==> config.mk <==
export PLATFORM = sky130hd
export DESIGN_NAME = wb_load_stage
export DESIGN_NICKNAME = d
export VERILOG_FILES = /design/src/rtl/rv_wb_pkg.sv /design/src/rtl/wb_load_stage_load_align.sv /design/src/rtl/wb_load_stage.sv
export SDC_FILE = /design/constraint.sdc
export NUM_CORES = 1
export LEC_CHECK = 0
export ABC_CLOCK_PERIOD_IN_PS = 2710
export BUFFER_PORTS_ARGS = -buffer_cell sky130_fd_sc_hd__buf_2
export CELL_PAD_IN_SITES_DETAIL_PLACEMENT = 2
export CELL_PAD_IN_SITES_GLOBAL_PLACEMENT = 2
export CORE_ASPECT_RATIO = 1.75
export CORE_MARGIN = 4
export CORE_UTILIZATION = 26
export DETAILED_ROUTE_END_ITERATION = 10
export PLACE_DENSITY = 0.86
export SKIP_CTS_REPAIR_TIMING = 1
export SLEW_MARGIN = 20
export SYNTH_ARGS = -nofsm -noshare
export SYNTH_HDL_FRONTEND = slang
export SYNTH_SLANG_ARGS = --single-unit
==> constraint.sdc <==
create_clock -name clk -period 2.71 [get_ports clk]
set_input_delay 0.542 -clock clk [delete_from_list [all_inputs] [get_ports clk]]
set_output_delay 0.542 -clock clk [all_outputs]
set_load 0.005 [all_outputs]
==> src/rtl/rv_wb_pkg.sv <==
// Shared writeback types: write-kind encoding seen by Reg_file and the load-stage FSM states.
package rv_wb_pkg;

  // Byte-enable style write kinds; NONE doubles as the bubble/store marker.
  typedef enum logic [2:0] {
    NONE = 3'b000,
    BYTE = 3'b001,
    HALF = 3'b011,
    WORD = 3'b111
  } wb_kind_e;

  typedef enum logic {
    RUN       = 1'b0,
    LOAD_WAIT = 1'b1
  } wb_state_e;

  localparam logic [4:0] ZERO_REG = 5'd0;

endpackage

==> src/rtl/wb_load_stage_load_align.sv <==
// Load data alignment: picks the addressed byte/half lane of a little-endian
// read word, sign- or zero-extends it, and flags misaligned half/word accesses.
module load_align
  import rv_wb_pkg::*;
(
  input  logic [31:0] rdata,
  input  logic [1:0]  addr_lo,
  input  logic [2:0]  kind,
  input  logic        is_unsigned,
  output logic [31:0] data32,
  output logic        misalign
);

  logic [7:0]  lanes [4];
  logic [7:0]  byte_lane;
  logic [15:0] half_lane;

  // Split the read word into its four byte lanes.
  for (genvar gi = 0; gi < 4; gi++) begin : g_lane
    assign lanes[gi] = rdata[8*gi +: 8];
  end

  // Lane select and extension; HALF ignores addr_lo[0] but still reports it.
  always_comb begin
    byte_lane = lanes[addr_lo];
    half_lane = addr_lo[1] ? rdata[31:16] : rdata[15:0];
    data32    = rdata;
    misalign  = 1'b0;
    case (kind)
      BYTE: data32 = {{24{byte_lane[7] & ~is_unsigned}}, byte_lane};
      HALF: begin
        data32   = {{16{half_lane[15] & ~is_unsigned}}, half_lane};
        misalign = addr_lo[0];
      end
      WORD:    misalign = (addr_lo != 2'b00);
      default: ;
    endcase
  end

endmodule

==> src/rtl/wb_load_stage.sv <==
// MEM->WB pipeline register. ALU results retire one cycle after MEM; loads
// wait for the data-memory response (stalling upstream via waiting), are
// aligned/extended, then retire. A bounded wait drops a lost load as a bubble.
module wb_load_stage
  import rv_wb_pkg::*;
#(
  parameter int TIMEOUT_CYC = 256,
  parameter int CNT_W       = 8
) (
  input  logic        clk,
  input  logic        rst,
  input  logic        mem_valid,
  input  logic [4:0]  mem_rd,
  input  logic [2:0]  mem_wb_kind,
  input  logic        mem_is_load,
  input  logic        mem_unsigned,
  input  logic [1:0]  mem_addr_lo,
  input  logic [31:0] mem_result,
  input  logic        flush,
  input  logic        dm_rvalid,
  input  logic [31:0] dm_rdata,
  output logic [4:0]  write_reg,
  output logic [31:0] write_data,
  output logic [2:0]  Regwrite,
  output logic        waiting,
  output logic        misalign_err,
  output logic        load_timeout
);

  wb_state_e        state_reg, state_next;
  logic [CNT_W-1:0] cnt_reg, cnt_next;
  logic [4:0]       wr_rd_reg, wr_rd_next;
  logic [31:0]      wr_data_reg, wr_data_next;
  logic [2:0]       wr_kind_reg, wr_kind_next;
  logic             misalign_reg, misalign_next;

  logic             load_req;
  logic             timeout_hit;
  logic             retire_load;
  logic             retire_alu;
  logic [31:0]      align_data;
  logic             align_misalign;

  // Stores (kind NONE) never count as loads even if is_load is set.
  assign load_req    = mem_valid & mem_is_load & (mem_wb_kind != NONE);
  assign timeout_hit = (state_reg == LOAD_WAIT) && (cnt_reg == CNT_W'(TIMEOUT_CYC - 1));

  load_align u_align (
    .rdata       (dm_rdata),
    .addr_lo     (mem_addr_lo),
    .kind        (mem_wb_kind),
    .is_unsigned (mem_unsigned),
    .data32      (align_data),
    .misalign    (align_misalign)
  );

  // FSM state and wait counter.
  always_ff @(posedge clk) begin
    if (rst) begin
      state_reg <= RUN;
      cnt_reg   <= '0;
    end else begin
      state_reg <= state_next;
      cnt_reg   <= cnt_next;
    end
  end

  // Next state: flush wins, then response, then timeout expiry.
  always_comb begin
    state_next = state_reg;
    cnt_next   = cnt_reg;
    if (flush) begin
      state_next = RUN;
      cnt_next   = '0;
    end else begin
      case (state_reg)
        RUN: begin
          if (load_req && !dm_rvalid) begin
            state_next = LOAD_WAIT;
            cnt_next   = '0;
          end
        end
        LOAD_WAIT: begin
          if (dm_rvalid) begin
            state_next = RUN;
          end else if (timeout_hit) begin
            state_next = RUN;
            cnt_next   = '0;
          end else begin
            cnt_next = cnt_reg + 1'b1;
          end
        end
        default: state_next = RUN;
      endcase
    end
  end

  // Outputs: stall/timeout strobes and the value to retire next cycle.
  always_comb begin
    waiting       = 1'b0;
    load_timeout  = 1'b0;
    retire_load   = 1'b0;
    retire_alu    = 1'b0;
    wr_rd_next    = ZERO_REG;
    wr_data_next  = '0;
    wr_kind_next  = NONE;
    misalign_next = 1'b0;
    if (!flush) begin
      case (state_reg)
        RUN: begin
          waiting     = load_req & ~dm_rvalid;
          retire_load = load_req & dm_rvalid;
          retire_alu  = mem_valid & ~mem_is_load & (mem_wb_kind != NONE);
        end
        LOAD_WAIT: begin
          waiting      = ~dm_rvalid & ~timeout_hit;
          load_timeout = ~dm_rvalid & timeout_hit;
          retire_load  = dm_rvalid;
        end
        default: ;
      endcase
    end
    // Writes to x0 are squashed to bubbles; misalignment is still reported.
    if (retire_load) begin
      misalign_next = align_misalign;
      if (mem_rd != ZERO_REG) begin
        wr_rd_next   = mem_rd;
        wr_data_next = align_data;
        wr_kind_next = mem_wb_kind;
      end
    end else if (retire_alu && (mem_rd != ZERO_REG)) begin
      wr_rd_next   = mem_rd;
      wr_data_next = mem_result;
      wr_kind_next = mem_wb_kind;
    end
  end

  // Writeback registers driving the register file.
  always_ff @(posedge clk) begin
    if (rst) begin
      wr_rd_reg    <= ZERO_REG;
      wr_data_reg  <= '0;
      wr_kind_reg  <= NONE;
      misalign_reg <= 1'b0;
    end else begin
      wr_rd_reg    <= wr_rd_next;
      wr_data_reg  <= wr_data_next;
      wr_kind_reg  <= wr_kind_next;
      misalign_reg <= misalign_next;
    end
  end

  assign write_reg    = wr_rd_reg;
  assign write_data   = wr_data_reg;
  assign Regwrite     = wr_kind_reg;
  assign misalign_err = misalign_reg;

endmodule
# [Word level (Yosys, flattened, before mapping)]
# Index checks and enable logic that the tools add are counted.
# Widths: inputs -> output; s select.
[totals] ff_bits=50 mem_count=0 in_bits=81 mem_bits_rw=0 latch_bits=0 word_cells=72 mem_bits_ro=0
[op_classes] div=0 order_cmp=1 multipliers=0 n_reduce_logical=10 n_shift=0 addsub=1 mux=31 eq_ne=6 bitwise=17
[op_table] op="$mux 32" n=3
[op_table] op="$pmux 32 s2" n=1
[op_table] op="$mux 8" n=5
[op_table] op="$bmux 8 s2" n=1
[op_table] op="$mux 16" n=1
[op_table] op="$pmux 8 s2" n=1
[op_table] op="$mux 5" n=3
[op_table] op="$and 1x1->1" n=10
[op_table] op="$mux 1" n=9
[op_table] op="$mux 3" n=3
[op_table] op="$add 8x1->8 const B" n=1
[op_table] op="$eq 8x8->1 const B" n=1
[op_table] op="$pmux 1 s2" n=4
[op_table] op="$not 1->1" n=6
[op_table] op="$reduce_bool 5->1" n=1
[op_table] op="$ne 2x2->1 const B" n=2
[op_table] op="$reduce_or 2->1" n=2
[op_table] op="$eq 3x1->1 const B" n=1
[op_table] op="$eq 3x2->1 const B" n=1
[op_table] op="$eq 3x3->1 const B" n=1
[op_table] op="$ge 3x3->1 const B" n=1
[op_table] op="$logic_and 1x1->1" n=3
[op_table] op="$not 2->3" n=1
[op_table] op="$reduce_bool 3->1" n=1
[op_table] op="3 further kinds" n=3

# [Logic depth before layout (Yosys ltp)]
[logic_depth] depth_word=8 ltp_mapped=7 mapped_depth_nobuf=6

# [By module]
# Synthesis repeated with hierarchy kept, for this count alone.
[hier_totals] hier_cells=372 hier_area_um2=2949.1
[by_module_without_submodules] module="wb_load_stage" cells_each=238 seq_area_each_um2=1001.0 n_inst=1 area_per_inst_um2=2097.0
[by_module_without_submodules] module="load_align" cells_each=134 seq_area_each_um2=0.0 n_inst=1 area_per_inst_um2=852.1

# [Worst setup path after synthesis]
# OpenSTA, ideal clock, no wires.
[synth_timing] kind="input to register" start="in mem_rd[1]" end="reg wr_data_reg[16], in the netlist write_data[16]" setup_slack_ns=0.845 arrival_time_ns=1.748 path_buffers=1 path_stages=6 cell_sequence="or4_1 > nor2_4 > nor3_4 > nand2_2 > buf_4 > o21ai_1"
[synth_via] elab_chain_cells=4
[synth_rtl] element="start, declared" line_no="wb_load_stage.sv:13" rtl="input logic [4:0] mem_rd,"
[synth_rtl] element="$reduce_bool 5->1 *" line_no="wb_load_stage.sv:126, wb_load_stage.sv:131"
[synth_rtl] element="$logic_and 1x1->1" line_no="wb_load_stage.sv:131" rtl="end else if (retire_alu && (mem_rd != ZERO_REG)) begin"
[synth_rtl] element="$mux 32" line_no="wb_load_stage.sv:131"
[synth_rtl] element="$mux 32 *" line_no="wb_load_stage.sv:124" rtl="if (retire_load) begin"
[synth_rtl] element="end signal, assigned" line_no="wb_load_stage.sv:147" rtl="wr_data_reg <= wr_data_next;"
[synth_rtl] element="end, declared" line_no="wb_load_stage.sv:33" rtl="logic [31:0] wr_data_reg, wr_data_next;"
# Every way passes the cells marked *; elsewhere a longest branch is shown, timed or not.
# A chain may end at the register's enable or synchronous reset.

# [Final worst setup path]
[layout_timing] start="reg cnt_reg[0]" end="out waiting"
[layout_via] elab_chain_cells=6
[layout_rtl] element="start, declared" line_no="wb_load_stage.sv:31" rtl="logic [CNT_W-1:0] cnt_reg, cnt_next;"
[layout_rtl] element="start signal, assigned" line_no="wb_load_stage.sv:64" rtl="cnt_reg <= cnt_next;"
[layout_rtl] element="$eq 8x8->1" line_no="wb_load_stage.sv:46" rtl="assign timeout_hit = (state_reg == LOAD_WAIT) && (cnt_reg == CNT_W'(TIMEOUT_CYC - 1));"
[layout_rtl] element="$logic_and 1x1->1" line_no="wb_load_stage.sv:46"
[layout_rtl] element="$not 1->1" line_no="wb_load_stage.sv:116" rtl="waiting = ~dm_rvalid & ~timeout_hit;"
[layout_rtl] element="$and 1x1->1" line_no="wb_load_stage.sv:116"
[layout_rtl] element="$pmux 1 s2" line_no="wb_load_stage.sv:109" rtl="case (state_reg)"
[layout_rtl] element="$mux 1" line_no="wb_load_stage.sv:108" rtl="if (!flush) begin"
[layout_rtl] element="end, declared" line_no="wb_load_stage.sv:25" rtl="output logic waiting,"
# No other way between the ends.

==> flow_summary.yaml <==
power_and_ir_drop:
  internal_power_uw: 1290
  clock_power_share_pct: 42.1
  power.total_uw: 1710
  p_switching_uw: 419
  seqPwrFrac_pct: 44.2
  vdd_drop_max_v: 0.000216
  power.density_nw_per_um2: 517
  p_leak_uw: 0.00144
  p_sw_share_pct: 24.5
  combPwrFrac_pct: 13.7
floorplanning:
  core_um2: 9090
  die_area_um2: 11000
  die_h_um: 136
  start_util_pct: 26.7
  rows: 46
  die_x_um: 81.1
  top_level_ports: 124
cts:
  htreeDepth: 2
  clock_path_buffers: 2
  cts_tree: "yes"
  cts.clk_slew.worst_paths_ps: 70
  clock_latency_ps: 300
  cts_buffers: 5
  clkSinkCount: 50
  root_buffer: "clkbuf_16"
worst_setup_path:
  worstPathRequired_ps: 2170
  start_kind: "flip-flop"
  critPathMaxFanout: 5
  worst_setup_path_end_kind: "output pin"
  rrSetupSlack_ps: 860
  timing.rr.start: "state_reg"
  worstReg2RegEnd: "write_data[9]"
  critPathArrivalTime_ps: 1630
  worstSetupPathType: "reg2out"
  reg2reg_depth: 5
place:
  dp.cells: 520
  placed_area_um2: 3140
  dp_hpwl_mm: 8.10
  routabilityCongestion: 0.780
  portBuffers: 123
yosys:
  synth_xor_area_share_pct: 0
  synthTopCellsByArea: "dfxtp_1 41%, nand2_1 5.9%, o21ai_0 5.6%"
  async_flop_share_pct: 0
  synth_edf_count: 0
  syn_inst: 289
  yosysTopAreaCell: "dfxtp_1"
  synth-simple-area-share_pct: 25.2
  synth-compound-area-share_pct: 24.2
  synth_fp_nets: 371
  synth_fa_ha_area_share_pct: 0.515
  synth_top_area_share_pct: 41.2
  syn_area_per_cell_um2: 8.41
  seq_area_frac_synth_pct: 41.2
  synth_ff_type: "dfxtp_1"
  syn_area_um2: 2430
  yosys_warnings: 0
  synth_top_family_by_area: "simple AND/OR/NAND/NOR gates"
  yosysUniqueCellTypes: 46
  synth.area.mux_share_pct: 4.17
  ys_ff_latch: 50
drt:
  wire_per_inst_um: 19.4
  drtPass1Iterations: 4
  drt.antenna.violating_nets: 0
  vias: 2678
  routed_via_density: 5.07
  wirelength_mm: 10.2
  drt-initial-drc-count: 67
  drcViolationCount: 0
final_layout:
  nNetsFinal: 489
  final_common_cell: "buf_2"
  syn_to_final_growth_pct: 35.9
  mostFrequentLayoutCells: "123 x buf_2, 50 x dfxtp_1, 38 x nand2_1, 27 x o21ai_0, 23 x a21oi_1"
  drive_gt1_share_pct: 36.3
  largest_register_ffs: 32
  num_antenna_cells: 0
  final_cell_count_no_fill: 528
  nFillCells: 1125
  design_area_um2: 3300
global_routing:
  track_usage_pct: 18.8
  antenna_found_initial: 0
  grt_pass1_vias: 3026
  grt_pass1_wl_mm: 15.5
  grt_max_degree: 32
  globalRouteOverflowTotal: 0
hold_path:
  hold_path_startpoint: "mem_result[26]"
  holdPathStages: 3
  hp-class: "in2reg"
  hold_end: "write_data[26]"
timing:
  clock.fmax_mhz: 461
  finalSetupViolCount: 0
  fin_skew_ps: 4.68
  worst_slew_pin_slew_ps: 544
  finalSetupTns_ps: 0
  slew_violations: 0
  max_slew_margin_pct: 63.5
  finalCriticalPeriod_ps: 2170
  period_share_pct: 80.0
  hold_viol_final: 0
  rsz0062_at_grt: "false"
job:
  drv_cap: 0
outcome:
  outcome: "complete, no violations"
-- critical path, stage by stage (launching register included) --
cell and delay [ps]:
dfxtp_1 370, ha_1 270, nand3_1 150, nor2_1 270
a211oi_1 120, buf_2 150
-- metrics by stage --
stage | utilization [%] | setup WS, ps | hold slack, ps
global placement | 34.5 | 511 | 454
detailed placement | 34.5 | 434 | 465
CTS | 36.3 | 510 | 433
finish | 36.3 | 542 | 437
global route | 36.3 | 439 | 458
floorplan | - | 845 | 440
-- power groups by stage --
stage / sequential, uW / clock [uW] / combinational [uW]
6_report: 755 / 718 / 235
5_1_grt: 756 / 764 / 259
4_1_cts: 755 / 741 / 238
3_5_place_dp: 772 / 0 / 233
3_3_place_gp: 772 / 0 / 223
2_1_floorplan: 773 / 0 / 108
-- worst max path at each step --
| stage | from | to | slack (ps) | cells after the start |
|---|---|---|---|---|
| 6_report | cnt_reg[0] | waiting | 540 | 5 |
| 2_1_floorplan | mem_rd[1] | write_data[16] | 850 | 6 |
| 3_3_place_gp | mem_wb_kind[1] | write_data[8] | 510 | 7 |
| 4_1_cts | cnt_reg[0] | waiting | 510 | 5 |
| 3_5_place_dp | mem_wb_kind[1] | write_data[8] | 430 | 7 |
| 5_1_grt | cnt_reg[0] | waiting | 440 | 5 |
-- final cells by class --
| cell class | instances | area, um^2 | area share (%) |
|---|---|---|---|
| clock buffer | 6 | 129 | 3.90 |
| multi-input combinational | 219 | 1310 | 39.8 |
| tap | 120 | 150 | 4.55 |
| inverter | 1 | 3.75 | 0.114 |
| timing repair buffer | 130 | 668 | 20.2 |
| clock inverter | 2 | 37.5 | 1.14 |
| sequential | 50 | 1000 | 30.3 |
-- per-layer routing --
layer | vias up | share of wire, % | global-route usage, %
li1 | 1280 | - | -
met1 | 1286 | 35 | 17.8
met2 | 93 | 56 | 36.6
met3 | 19 | 6.0 | 4.71
met4 | 0 | 3.2 | 8.46
met5 | - | 0 | 0
-- cells by family after synthesis --
family | after synthesis
AO/OA/AOI/OAI | 97
adder cells (fa/ha/maj) | 1
buffers and inverters | 20
flip-flops | 50
multiplexers | 10
AND/OR/NAND/NOR | 111
-- cells in the mapped netlist (7+ instances only) --
cell and count:
a22o_1 8, clkbuf_1 9, nand2_1 38, dfxtp_1 50, and2_1 8, nor2_1 18
mux2i_1 9, nor3b_1 9, o21ai_0 27, nand4b_1 7, o21ai_1 14, a21oi_1 23
o211ai_1 8
Note: power is estimated with default switching activity, not from simulation.
